File: config.mk
export PLATFORM = sky130hd
export DESIGN_NAME = ps2_keyboard_rx_fifo
export DESIGN_NICKNAME = d
export VERILOG_FILES = /design/src/rtl/ps2_keyboard_rx_fifo.sv
export SDC_FILE = /design/constraint.sdc
export NUM_CORES = 1
export LEC_CHECK = 0
export ABC_AREA = 1
export BUFFER_PORTS_ARGS = -buffer_cell sky130_fd_sc_hd__buf_2
export CAP_MARGIN = 30
export CORE_ASPECT_RATIO = 2
export CORE_UTILIZATION = 55
export CTS_CLUSTER_DIAMETER = 30
export CTS_CLUSTER_SIZE = 8
export DETAILED_ROUTE_END_ITERATION = 16
export PLACE_DENSITY = 0.75
export SYNTH_ARGS = -nofsm -noshare
export SYNTH_HDL_FRONTEND = slang
export SYNTH_SLANG_ARGS = --single-unit
File: constraint.sdc
create_clock -name clk -period 2.1 [get_ports clk]
set_clock_uncertainty 0.05 [all_clocks]
set_input_delay 0.21 -clock clk [delete_from_list [all_inputs] [get_ports clk]]
set_output_delay 0.21 -clock clk [all_outputs]
set_load 0.03 [all_outputs]
File: src/rtl/ps2_keyboard_rx_fifo.sv
// ---------------------------------------------------------------------------
// ps2_keyboard_rx_fifo
//
// Receives PS/2 keyboard frames and queues the scancodes in a show-ahead
// FIFO. The receiver does not queue E0 and F0 prefix bytes. Instead it folds
// them into per-entry is_ext / is_break flags.
//
// Ports
//   clk        system clock
//   clrn       synchronous active-low reset
//   ps2_clk    raw PS/2 clock (asynchronous)
//   ps2_data   raw PS/2 data (asynchronous)
//   rd_en      pop the FIFO head (ignored when empty)
//   err_clr    clear the sticky overflow / frame_err flags
//   code       scancode at the FIFO head (0 when empty)
//   is_ext     head entry was preceded by E0
//   is_break   head entry was preceded by F0
//   valid      FIFO not empty
//   count      number of entries held, 0..FIFO_DEPTH
//   overflow   sticky: an entry was dropped because the FIFO was full
//   frame_err  sticky: bad start/parity/stop, or a frame timed out
// ---------------------------------------------------------------------------
module ps2_keyboard_rx_fifo #(
    parameter int FIFO_DEPTH     = 8,
    parameter int TIMEOUT_CYCLES = 5000
) (
    input  logic                          clk,
    input  logic                          clrn,
    input  logic                          ps2_clk,
    input  logic                          ps2_data,
    input  logic                          rd_en,
    input  logic                          err_clr,
    output logic [7:0]                    code,
    output logic                          is_ext,
    output logic                          is_break,
    output logic                          valid,
    output logic [$clog2(FIFO_DEPTH):0]   count,
    output logic                          overflow,
    output logic                          frame_err
);

    localparam int AW = $clog2(FIFO_DEPTH);
    localparam int CW = AW + 1;
    localparam int TW = $clog2(TIMEOUT_CYCLES + 1);

    typedef enum logic [1:0] {IDLE, DATA, PARITY, STOP} state_t;

    // ------------------------------------------------------------------
    // Synchronisers. A third ps2_clk flop gives the falling-edge detect.
    // The flops reset to 1, which is the idle bus level, so reset release
    // cannot produce a false edge.
    // ------------------------------------------------------------------
    logic ps2_clk_s1, ps2_clk_s2, ps2_clk_s3;
    logic ps2_data_s1, ps2_data_s2;
    logic fall;

    // NOTE: sequential state uses non-blocking (<=) so every flop samples
    // pre-edge values; blocking here would collapse the synchroniser chain.
    always_ff @(posedge clk) begin
        if (!clrn) begin
            ps2_clk_s1  <= 1'b1;
            ps2_clk_s2  <= 1'b1;
            ps2_clk_s3  <= 1'b1;
            ps2_data_s1 <= 1'b1;
            ps2_data_s2 <= 1'b1;
        end else begin
            ps2_clk_s1  <= ps2_clk;
            ps2_clk_s2  <= ps2_clk_s1;
            ps2_clk_s3  <= ps2_clk_s2;
            ps2_data_s1 <= ps2_data;
            ps2_data_s2 <= ps2_data_s1;
        end
    end

    assign fall = ps2_clk_s3 & ~ps2_clk_s2;

    // ------------------------------------------------------------------
    // Receive FSM
    // ------------------------------------------------------------------
    state_t        state, state_nx;
    logic [2:0]    bit_cnt;
    logic [7:0]    shift_reg;
    logic          parity_bit;
    logic [TW-1:0] to_cnt;
    logic          timeout_hit;

    logic          start_en, shift_en, parity_en, stop_sample;
    logic          frame_ok, frame_bad;

    assign timeout_hit = (state != IDLE) && (to_cnt == TW'(TIMEOUT_CYCLES));

    // State register
    always_ff @(posedge clk) begin
        if (!clrn) state <= IDLE;
        else       state <= state_nx;
    end

    // Next-state logic. The timeout takes priority over any edge.
    // NOTE: the default assignment at the top of every always_comb keeps
    // all paths assigned, so no latch is inferred.
    always_comb begin
        state_nx = state;
        if (timeout_hit) begin
            state_nx = IDLE;
        end else if (fall) begin
            unique case (state)
                IDLE:    if (!ps2_data_s2) state_nx = DATA;
                DATA:    if (bit_cnt == 3'd7) state_nx = PARITY;
                PARITY:  state_nx = STOP;
                STOP:    state_nx = IDLE;
                default: state_nx = IDLE;
            endcase
        end
    end

    // Output logic: per-cycle strobes that drive the datapath
    always_comb begin
        start_en    = 1'b0;
        shift_en    = 1'b0;
        parity_en   = 1'b0;
        stop_sample = 1'b0;
        if (fall && !timeout_hit) begin
            start_en    = (state == IDLE) && !ps2_data_s2;
            shift_en    = (state == DATA);
            parity_en   = (state == PARITY);
            stop_sample = (state == STOP);
        end
        // Odd parity: the XOR of the data bits and the parity bit must be 1
        frame_ok  = stop_sample && ps2_data_s2 && (^{shift_reg, parity_bit});
        frame_bad = (stop_sample && !frame_ok) || timeout_hit;
    end

    // Receive datapath
    logic       rx_done;
    logic [7:0] rx_byte;

    always_ff @(posedge clk) begin
        if (!clrn) begin
            bit_cnt    <= '0;
            shift_reg  <= '0;
            parity_bit <= 1'b0;
            to_cnt     <= '0;
            rx_done    <= 1'b0;
            rx_byte    <= '0;
        end else begin
            if (start_en) bit_cnt <= '0;
            if (shift_en) begin
                shift_reg <= {ps2_data_s2, shift_reg[7:1]};  // LSB first
                bit_cnt   <= bit_cnt + 3'd1;
            end
            if (parity_en) parity_bit <= ps2_data_s2;

            if (state == IDLE || fall)       to_cnt <= '0;
            else if (!timeout_hit)           to_cnt <= to_cnt + 1'b1;

            // An accepted byte is registered here and pushed one cycle later
            rx_done <= frame_ok;
            if (frame_ok) rx_byte <= shift_reg;
        end
    end

    // ------------------------------------------------------------------
    // Prefix handling
    // ------------------------------------------------------------------
    logic ext_pending, brk_pending;
    logic is_prefix;
    logic push_req;

    assign is_prefix = (rx_byte == 8'hE0) || (rx_byte == 8'hF0);
    assign push_req  = rx_done && !is_prefix;

    // Flags clear on every push request, including one dropped on overflow
    always_ff @(posedge clk) begin
        if (!clrn) begin
            ext_pending <= 1'b0;
            brk_pending <= 1'b0;
        end else if (rx_done) begin
            if (rx_byte == 8'hE0) begin
                ext_pending <= 1'b1;
            end else if (rx_byte == 8'hF0) begin
                brk_pending <= 1'b1;
            end else begin
                ext_pending <= 1'b0;
                brk_pending <= 1'b0;
            end
        end
    end

    // ------------------------------------------------------------------
    // Show-ahead FIFO
    // ------------------------------------------------------------------
    logic [9:0]    mem [FIFO_DEPTH];
    logic [AW-1:0] wr_ptr, rd_ptr;
    logic          full, do_pop, do_push, drop;

    assign valid   = (count != '0);
    assign full    = (count == CW'(FIFO_DEPTH));
    assign do_pop  = rd_en && valid;
    // A push into a full FIFO still succeeds when a pop frees a slot this cycle
    assign do_push = push_req && (!full || do_pop);
    assign drop    = push_req && full && !do_pop;

    // NOTE: the storage array is deliberately not reset; the outputs are
    // gated by valid, so stale contents are never visible.
    always_ff @(posedge clk) begin
        if (do_push) mem[wr_ptr] <= {ext_pending, brk_pending, rx_byte};
    end

    // Pointers are AW bits wide, so they wrap modulo FIFO_DEPTH by themselves
    always_ff @(posedge clk) begin
        if (!clrn) begin
            wr_ptr <= '0;
            rd_ptr <= '0;
            count  <= '0;
        end else begin
            if (do_push) wr_ptr <= wr_ptr + 1'b1;
            if (do_pop)  rd_ptr <= rd_ptr + 1'b1;
            unique case ({do_push, do_pop})
                2'b10:   count <= count + 1'b1;
                2'b01:   count <= count - 1'b1;
                default: count <= count;
            endcase
        end
    end

    assign {is_ext, is_break, code} = valid ? mem[rd_ptr] : 10'd0;

    // ------------------------------------------------------------------
    // Sticky error flags. A new error wins over err_clr in the same cycle.
    // ------------------------------------------------------------------
    always_ff @(posedge clk) begin
        if (!clrn) begin
            overflow  <= 1'b0;
            frame_err <= 1'b0;
        end else begin
            if (drop)         overflow <= 1'b1;
            else if (err_clr) overflow <= 1'b0;

            if (frame_bad)    frame_err <= 1'b1;
            else if (err_clr) frame_err <= 1'b0;
        end
    end

endmodule

==> key figures, run 1 <==
Worst setup path
  • Crit. End Element: output pin
  • CP top delay family: compound AO/OA/AOI/OAI gates
  • Startpoint Class: register
  • Critical path buffers and inverters: 3
  • Slowest cell delay on critical path: 490 ps
  • Most frequent CP cell: o21ai_1
  • Crit Path Max Fanout: 13
  • CP Cell Sequence: clkinv_8 -> buf_6 -> o21ai_1 -> o22ai_1 -> o21ai_1 -> a31oi_1 -> buf_4
  • Critical Path AT: 1930 ps
  • WS Path Type: reg -> out
  • Worst path required time: between 1500 and 2000 ps
  • Slowest cell on crit path: dfxtp_4

Clocking
  • Worst-path clk slew: ~60 ps
  • TritonCTS clock tree: yes
  • H-tree depth: 4
  • Clk sink count: approximately 140
  • TritonCTS buffer count: 17
  • Longest Clk Path Bufs: 2
  • Clock latency on the worst-skew pair: roughly 410 ps
  • CTS root buf: clkbuf_16

Final layout
  • Most frequent cells in the layout: 108 x nand2_1, 98 x nor2_1, 80 x edfxtp_1, 55 x inv_1, 53 x dfxtp_1
  • Top flop regs: mem x80, to_cnt x13
  • Max reg flops: 80
  • Most flop-heavy register: mem
  • Post-route insts no fill: between 800 and 900
  • Most common cell after layout, fill and taps aside: nand2_1
  • Area grow syn2layout: 25.1%
  • Diodes inserted: 0
  • Fin nets: approximately 720
  • Share of cells above drive strength 1: 0.211

Yosys
  • Post-synth top area share: 0.405
  • Ys async rst share: 0
  • Library cells used by synthesis: 32
  • Largest cells by area after synthesis: edfxtp_1 41%, dfxtp_1 20%, nand2_1 7.0%
  • Synth Net Count: roughly 660
  • Area leader, netlist: edfxtp_1
  • Primary FF master, synth: edfxtp_1
  • Seq cells post-synth: 138
  • Synth Cell Area: a little under 6000 um2
  • Post-synthesis sequential area ratio: 0.601
  • Mapped Cells: 636
  • Yosys warnings: 0
  • Post-synth EDFFs: 80
  • Syn Area/Cell: 9.32 um2

Floorplanning
  • Num ports: 23
  • Row Count: 53
  • Die H: about 150 um
  • Die ar.: 11,200 um2
  • Die W: ~75 um
  • Initial Utilization: 0.566
  • Core footprint: 10,500 um2

Placement
  • Port Buffers: 22
  • Placed cells: 809
  • HPWL Detailed: a little over 9000 um
  • Final Wtd Congestion: roughly 0.85
  • Pre-CTS WS: 17.5 ps

Timing
  • Fin crit share: 1.04
  • Final worst setup slack: -91.3 ps
  • Worst slew margin: 0.745
  • Final Hold Fails: 0
  • Min Tclk post-route: about 2200 ps
  • RSZ-0062 raised after global routing: true
  • Max frequency: 0.456 GHz
  • Setup Viol. Count Final: 4
  • Slew @ Worst Pin: 382 ps
  • Slew Viols, Final: 0

Global route
  • First-pass GRT wire length: approximately 21,000 um
  • Initial antenna violation count: 0
  • Grt total ovfl: 0
  • Largest net degree at the start of global routing: 28
  • Gr usage total: 0.255
  • Vias in the first global route: ~4,600

Routing
  • Vias per cell: 5.47
  • Drc violations: 0
  • WL final: 14,000 um
  • Post-route ant nets: 0
  • DRT Pass-1 Iters: 5
  • Initial DRC count: 217
  • Total number of vias: about 4,700
  • Detailed-route wire length per cell: roughly 16 um

Power and ir drop
  • PwrDens: ~1300 nW/um2
  • VDD IR max: approximately 890 uV
  • Leak: about 3.0 nW

Min path
  • HP Class: in -> reg

Run
  • Max-cap violations: 0

Outcome
  • Outcome: complete, but fails checks
  • Failing checks: negative setup slack
==> cells by family (layout without fill, tap and decap cells) <==
group,after synthesis,after routing,share of synthesized area
AND/OR/NAND/NOR,259,259,0.189
AO/OA/AOI/OAI,138,138,0.122
flip-flops,138,138,0.601
buffers and inverters,86,165,0.0560
adder cells (fa/ha/maj),14,14,0.0308
XOR/XNOR,1,1,0.00148
==> per-stage QoR <==
| stage | utilization | setup TNS (ps) | hold slack, ps | area [um2] | total power, mW |
|---|---|---|---|---|---|
| 2_1_floorplan | - | 0 | 267 | 5980 | 4.80 |
| 3_3_place_gp | 0.614 | 0 | 349 | 6440 | 5.51 |
| 3_5_place_dp | 0.614 | 0 | 352 | 6440 | 5.57 |
| 4_1_cts | 0.681 | 0 | 22.5 | 7140 | 8.77 |
| 5_1_grt | 0.707 | -876 | 54.9 | 7410 | 9.92 |
| 6_report | 0.707 | -205 | 35.2 | 7410 | 9.48 |
==> synthesized netlist by cell type, drive strengths merged (5+ instances only) <==
library cell	instances
inv	66
nand3	27
ha	13
nand2	113
a31oi	11
o22ai	10
nor3	5
dfxtp	58
a21oi	44
edfxtp	80
nor2	105
clkbuf	18
o21ai	71
or2	5
==> worst reg2reg max path, stage by stage (launching register included) <==
cell	delay [ps]
dfxtp_1	360
inv_1	60
nor3_1	280
o21ai_2	100
nand2_2	80
nand2_2	60
inv_2	70
ha_4	210
nand2_1	60
nand2_1	60
a31oi_2	170
inv_1	60
nand2_1	80
nand3_1	70
nand2_1	60
nor2_1	40
==> repair_timing <==
item | 4_1_cts | 5_1_grt
cloned | 0 | 3
hold buffers | 2 | 0
pin swaps | 1 | 9
setup endpoints to repair | 11 | 84
endpoints found under the hold margin | 2 | 0
setup buffers | 1 | 5
gates resized for setup | 17 | 73
==> area by class of cell <==
cell class              instances  area, um2
clock buffers                  20        437
clock inverters                12        175
fillers                       757       3070
inverters                      66        268
multi-input cells             412       2180
flip-flops and latches        138       3570
well taps                     137        171
repair buffers                 66        601
repair inverters                1       11.3
==> power breakdown <==
group	leakage, nW	switching [mW]	internal (mW)
clock	0.292	1.08	1.98
sequential	1.27	0.137	2.92
combinational	1.41	2.00	1.35
==> metal layers <==
| layer | share of wire | vias up | track usage |
|---|---|---|---|
| li1 | - | 2267 | - |
| met1 | 0.34 | 2215 | 0.241 |
| met2 | 0.58 | 126 | 0.483 |
| met3 | 0.036 | 49 | 0.0507 |
| met4 | 0.044 | 0 | 0.137 |
| met5 | 0 | - | 0 |
==> path summary, 6_finish.rpt <==
path	cells after the start	slack (ps)	to	start
worst max-delay path	7	-90	is_ext	register
worst min-delay path	4	40	overflow$_SDFFE_PN0P_	err_clr
worst min register to register	2	370	ps2_clk_s3$_SDFF_PN1_	ps2_clk_s2$_SDFF_PN1_
worst max register to register	15	110	count[3]$_SDFFE_PN0P_	rx_byte[5]$_SDFFE_PN0P_
Power figures use the tool's default switching activity.
==> run 2: changes to the inputs <==
- RECOVER_POWER: not set -> 100
==> run 2 against run 1 <==
  * The run still ends with negative setup slack left
  * Global-route usage did not move
  * Combinational power down 1%
  * First-iteration DRC count rose by 24%
  * Fmax shrank 0.45%
  * Sequential share of layout area increased by 0.70 points
  * Non-clock buffer count is the same
  * Die area unchanged
  * Sequential cell count is the same
==> key figures, run 2 (same netlist as run 1, synthesis figures left out) <==
Timing
  • Slew @ Worst Pin: between 500 and 600 ps
  • Slew Viols, Final: 0
  • Final worst setup slack: -101 ps
  • RSZ-0062 raised after global routing: true
  • Setup Viol. Count Final: 4
  • Min Tclk post-route: between 2000 and 2500 ps
  • Fin crit share: 1.05
  • Worst slew margin: 0.618
  • Final Hold Fails: 0
  • Max frequency: ~0.45 GHz
  • Setup TNS: -206 ps

Min path
  • HP Class: in -> reg

Floorplanning
  • Die W: around 75 um
  • Row Count: 53
  • Core footprint: 10,500 um2
  • Initial Utilization: 0.566
  • Num ports: 23
  • Die H: about 150 um
  • Die ar.: between 10,000 and 15,000 um2

Clocking
  • CTS root buf: clkbuf_16
  • Clock latency on the worst-skew pair: between 400 and 500 ps
  • Worst-path clk slew: roughly 60 ps
  • Clk sink count: ~140
  • Longest Clk Path Bufs: 2
  • TritonCTS buffer count: 17
  • TritonCTS clock tree: yes
  • H-tree depth: 4

Routing
  • Total number of vias: ~4,600
  • Initial DRC count: 270
  • Vias per cell: around 5.5
  • Detailed-route wire length per cell: 16.4 um
  • WL final: 14,000 um
  • Post-route ant nets: 0
  • DRT Pass-1 Iters: 4
  • Drc violations: 0

Worst setup path
  • Startpoint Class: register
  • Most frequent CP cell: o21ai_1
  • Crit. End Element: output pin
  • Slowest cell on crit path: dfxtp_4
  • Crit Path Max Fanout: 13
  • WS Path Type: reg -> out
  • Critical Path AT: about 1900 ps
  • Worst path required time: around 1800 ps
  • Slowest cell delay on critical path: roughly 500 ps
  • CP Cell Sequence: clkinv_8 -> buf_6 -> o21ai_1 -> o22ai_1 -> o21ai_1 -> a31oi_1 -> buf_4

Final layout
  • Area grow syn2layout: 23.2%
  • Most common cell after layout, fill and taps aside: nand2_1
  • Most flop-heavy register: mem
  • Final Util: 0.697
  • Top flop regs: mem x80, to_cnt x13
  • Most frequent cells in the layout: 110 x nand2_1, 99 x nor2_1, 80 x edfxtp_1, 55 x inv_1, 54 x dfxtp_1
  • Share of cells above drive strength 1: 0.180
  • Max reg flops: 80
  • Fin nets: approximately 720
  • Post-route insts no fill: 852
  • Diodes inserted: 0

Global route
  • Gr usage total: 0.255
  • Largest net degree at the start of global routing: 28
  • Initial antenna violation count: 0
  • First-pass GRT wire length: approximately 21,000 um
  • Vias in the first global route: about 4,600
  • Grt total ovfl: 0

Placement
  • Pre-CTS WS: 17.5 ps
  • Placed cells: slightly above 800
  • Final Wtd Congestion: about 0.85
  • HPWL Detailed: 9270 um
  • Port Buffers: 22

Power and ir drop
  • Leak: ~2.9 nW
  • PwrDens: approximately 1300 nW/um2
  • VDD IR max: 866 uV

Run
  • Max-cap violations: 0

Outcome
  • Failing checks: negative setup slack
  • Outcome: complete, but fails checks
[run 2: cell types whose count changed in the layout (fill, tap and decap cells not counted), sizes merged]
cell    before  now
clkbuf      22   47
buf         62   37
[run 2: cell type report]
| type | instances | area, um2 |
|---|---|---|
| fill | 795 | 3180 |
| tap | 137 | 171 |
| sequential | 138 | 3570 |
| clock inverter | 12 | 175 |
| clock buffer | 20 | 437 |
| timing repair inverter | 1 | 11.3 |
| inverter | 66 | 268 |
| multi-input combinational | 412 | 2140 |
| timing repair buffer | 66 | 531 |
[run 2: power by group]
group,internal (mW),switching [mW]
logic,1.32,2.00
registers,2.92,0.138
clock network,1.98,1.08
total,6.22,3.22
[run 2: worst paths after layout]
path                            cells after the start                     to  slack, ps                    start
worst max register to register                     13  count[3]$_SDFFE_PN0P_        110  rx_byte[5]$_SDFFE_PN0P_
worst min register to register                      2  ps2_clk_s3$_SDFF_PN1_        370    ps2_clk_s2$_SDFF_PN1_
worst min-delay path                                4  overflow$_SDFFE_PN0P_         30                  err_clr
worst max-delay path                                7                 is_ext       -100                 register
[run 2: through the flow]
step	hold WS, ps	power, mW	cell area [um2]
global route	54.9	9.89	7300
floorplan	267	4.80	5980
global placement	349	5.51	6440
finish	34.5	9.45	7300
CTS	22.5	8.77	7140
detailed placement	352	5.57	6440
[run 2: per-layer routing]
| layer | track usage | part of all wire | routed length (um) |
|---|---|---|---|
| met1 | 0.241 | 0.34 | 4770 |
| met2 | 0.483 | 0.58 | 8140 |
| met3 | 0.0507 | 0.038 | 529 |
| met4 | 0.137 | 0.040 | 563 |
| met5 | 0 | 0 | 0 |
[run 2: critical path, delay by kind of cell (launching register included)]
kind                   cells  cell delay, ps
AOI/OAI and AO/OA          4             570
DFF                        1             490
buffers and inverters      3             470
[run 2: timing repair]
action | in CTS | in global routing
endpoints found under the hold margin | 2 | 0
resized for setup | 17 | 73
buffers inserted | 1 | 5
hold buffers | 2 | 0
cloned | 0 | 3
pin swaps | 1 | 9
setup endpoints to repair | 11 | 84
==> run 3: changes to the inputs <==
- ABC_AREA: 1 -> 0
- MAX_ROUTING_LAYER: not set -> met4
==> run 3 against run 2 <==
  * The run still ends with negative setup slack left
  * Final cell count down 26%
  * Total power down 19%
  * Count of clock-buffer cells in the layout up 1
  * Non-clock buffer count down 1
  * Global-route usage down 2.1 points
  * Routed wire length down 19%
==> key figures, run 3 <==
Outcome
  • Outcome: complete, but fails checks
  • Failing checks: negative setup slack

Clocking
  • TritonCTS buffer count: 17
  • Clock latency on the worst-skew pair: around 410 ps
  • Worst-path clk slew: roughly 60 ps
  • H-tree depth: 4
  • Clk sink count: approximately 140
  • Longest Clk Path Bufs: 2
  • CTS root buf: clkbuf_16
  • TritonCTS clock tree: yes

Routing
  • Initial DRC count: 161
  • Drc violations: 0
  • DRT Pass-1 Iters: 4
  • WL final: approximately 11,000 um
  • Detailed-route wire length per cell: 18.0 um
  • Post-route ant nets: 0
  • Total number of vias: about 3,400
  • Vias per cell: 5.40

Global route
  • Initial antenna violation count: 0
  • Grt total ovfl: 0
  • Grt peak-use layer: met2
  • Vias in the first global route: about 3,600
  • M3 GR Usage: 0.0526
  • Gr usage total: 0.233
  • Met1 GRT Util: 0.231
  • Largest net degree at the start of global routing: 27
  • First-pass GRT wire length: roughly 18,000 um
  • Grt met2 use: 0.427

Timing
  • Slew @ Worst Pin: between 400 and 500 ps
  • Max frequency: roughly 0.44 GHz
  • Hold_ws: ~81 ps
  • Final worst setup slack: -162 ps
  • Min Tclk post-route: 2260 ps
  • Setup Viol. Count Final: 13
  • RSZ-0062 raised after global routing: true
  • Final Hold Fails: 0
  • Fin crit share: 1.08
  • Worst slew margin: 0.685
  • Slew Viols, Final: 0

Yosys
  • Largest cells by area after synthesis: edfxtp_1 42%, dfxtp_1 21%, mux4_2 8.0%
  • Syn Area/Cell: ~14 um2
  • Top-count cell post-synth: edfxtp_1
  • Area leader, netlist: edfxtp_1
  • Library cells used by synthesis: 41
  • Synth Net Count: 435
  • Seq cells post-synth: approximately 140
  • Synth Cell Area: 5650 um2
  • Post-synth EDFFs: 80
  • Ys async rst share: 0
  • Post-synth top cells: 80 x edfxtp_1, 58 x dfxtp_1, 52 x nor2_1
  • Post-synth top area share: 0.425
  • Mapped Cells: around 420
  • Primary FF master, synth: edfxtp_1
  • Post-synthesis sequential area ratio: 0.630
  • Yosys warnings: 0

Final layout
  • Diodes inserted: 0
  • Most common cell after layout, fill and taps aside: edfxtp_1
  • Share of cells above drive strength 1: 0.274
  • Top flop regs: mem x80, to_cnt x13
  • Fin nets: 504
  • Area grow syn2layout: 25.7%
  • Most flop-heavy register: mem
  • Max reg flops: 80
  • Post-route insts no fill: about 630
  • Most frequent cells in the layout: 80 x edfxtp_1, 54 x dfxtp_1, 49 x nor2_1, 37 x buf_4, 32 x mux2i_1

Floorplanning
  • Die ar.: 10,700 um2
  • Row Count: 52
  • Die H: 145 um
  • Num ports: 23
  • Core footprint: approximately 10,000 um2
  • Die W: between 70 and 80 um
  • Initial Utilization: 0.561

Placement
  • Final Wtd Congestion: between 0.7 and 0.8
  • Placed cells: about 600
  • Port Buffers: 22
  • HPWL Detailed: between 7000 and 8000 um

Worst setup path
  • Startpoint Class: register
  • CP top delay family: compound AO/OA/AOI/OAI gates
  • WS Path Type: reg -> reg
  • Critical Path AT: about 2600 ps
  • Crit. End Element: register
  • Worst path required time: 2390 ps
  • Critical path buffers and inverters: 1
  • Slowest cell on crit path: or3b_4
  • CP Cell Sequence: or3b_4 -> o41ai_4 -> nand2_2 -> inv_2 -> ha_4 -> a21o_1 -> a21oi_2 -> nand3_1 -> o31ai_2 -> mux2i_1
  • Slowest cell delay on critical path: approximately 390 ps
  • Crit Path Max Fanout: 3

Power and ir drop
  • PwrDens: 1080 nW/um2
  • Leak: approximately 2.5 nW
  • Total power: 7.69 mW
  • VDD IR max: 1110 uV

Run
  • Max-cap violations: 0

Min path
  • HP Class: in -> reg
run 3: timing repair:
item | CTS | global route
endpoints found under the hold margin | 2 | 0
setup buffers | 3 | 3
hold buffers | 2 | 0
resized for setup | 22 | 14
endpoints found under the setup margin | 53 | 72
gates cloned | 1 | 2
pin swaps | 7 | 7
run 3: path summary, 6_finish.rpt:
check / slack [ps] / depth (start not counted) / end / startpoint
worst max-delay path: -160 / 10 / count[3]$_SDFFE_PN0P_ / rx_byte[1]$_SDFFE_PN0P_
worst min-delay path: 80 / 4 / overflow$_SDFFE_PN0P_ / err_clr
worst max register to register: -160 / 10 / count[3]$_SDFFE_PN0P_ / rx_byte[1]$_SDFFE_PN0P_
worst min register to register: 360 / 1 / ps2_clk_s2$_SDFF_PN1_ / ps2_clk_s1$_SDFF_PN1_
run 3: cell type report:
class                      instances  area (um2)
clock buffer                      21         440
timing repair buffer              65         613
clock inverter                    11         171
multi-input combinational        248        2090
fill                             677        2980
sequential                       138        3570
tap                              135         169
inverter                          14        52.6
run 3: kinds of logic (layout without fill, tap and decap cells):
family	Yosys count	after routing	synth area share
AOI/OAI and AO/OA	28	28	0.0341
xor gates and xnor gates	22	22	0.0341
adders and majority gates	14	14	0.0323
buffers and inverters	29	111	0.0201
DFF	138	138	0.630
muxes	53	53	0.140
and+or+nand+nor	131	131	0.109
run 3: routing by layer:
| layer | vias to the layer above | wire (um) |
|---|---|---|
| li1 | 1642 | - |
| met1 | 1700 | 3980 |
| met2 | 51 | 6840 |
| met3 | 19 | 244 |
| met4 | 0 | 282 |
| met5 | - | 0 |
run 3: metrics by stage:
stage / util / setup TNS, ps / cell area [um2] / setup slack [ps]
floorplan: - / -3340 / 5680 / -320
global placement: 0.616 / -370 / 6210 / -186
detailed placement: 0.616 / -2150 / 6210 / -227
CTS: 0.690 / -681 / 6960 / -124
global route: 0.705 / -1900 / 7110 / -245
finish: 0.705 / -1000 / 7110 / -162
run 3: where the power goes:
part | switching [mW] | leakage (nW) | internal (mW) | total [mW]
Clock | 1.08 | 0.291 | 1.99 | 3.07
Combinational | 0.814 | 0.955 | 0.802 | 1.62
Sequential | 0.101 | 1.21 | 2.90 | 3.00
run 3: tightest hold or removal path, cell delays in order:
cell	delay [ps]
buf_2	110
inv_1	50
a21oi_1	60
nor2_1	80
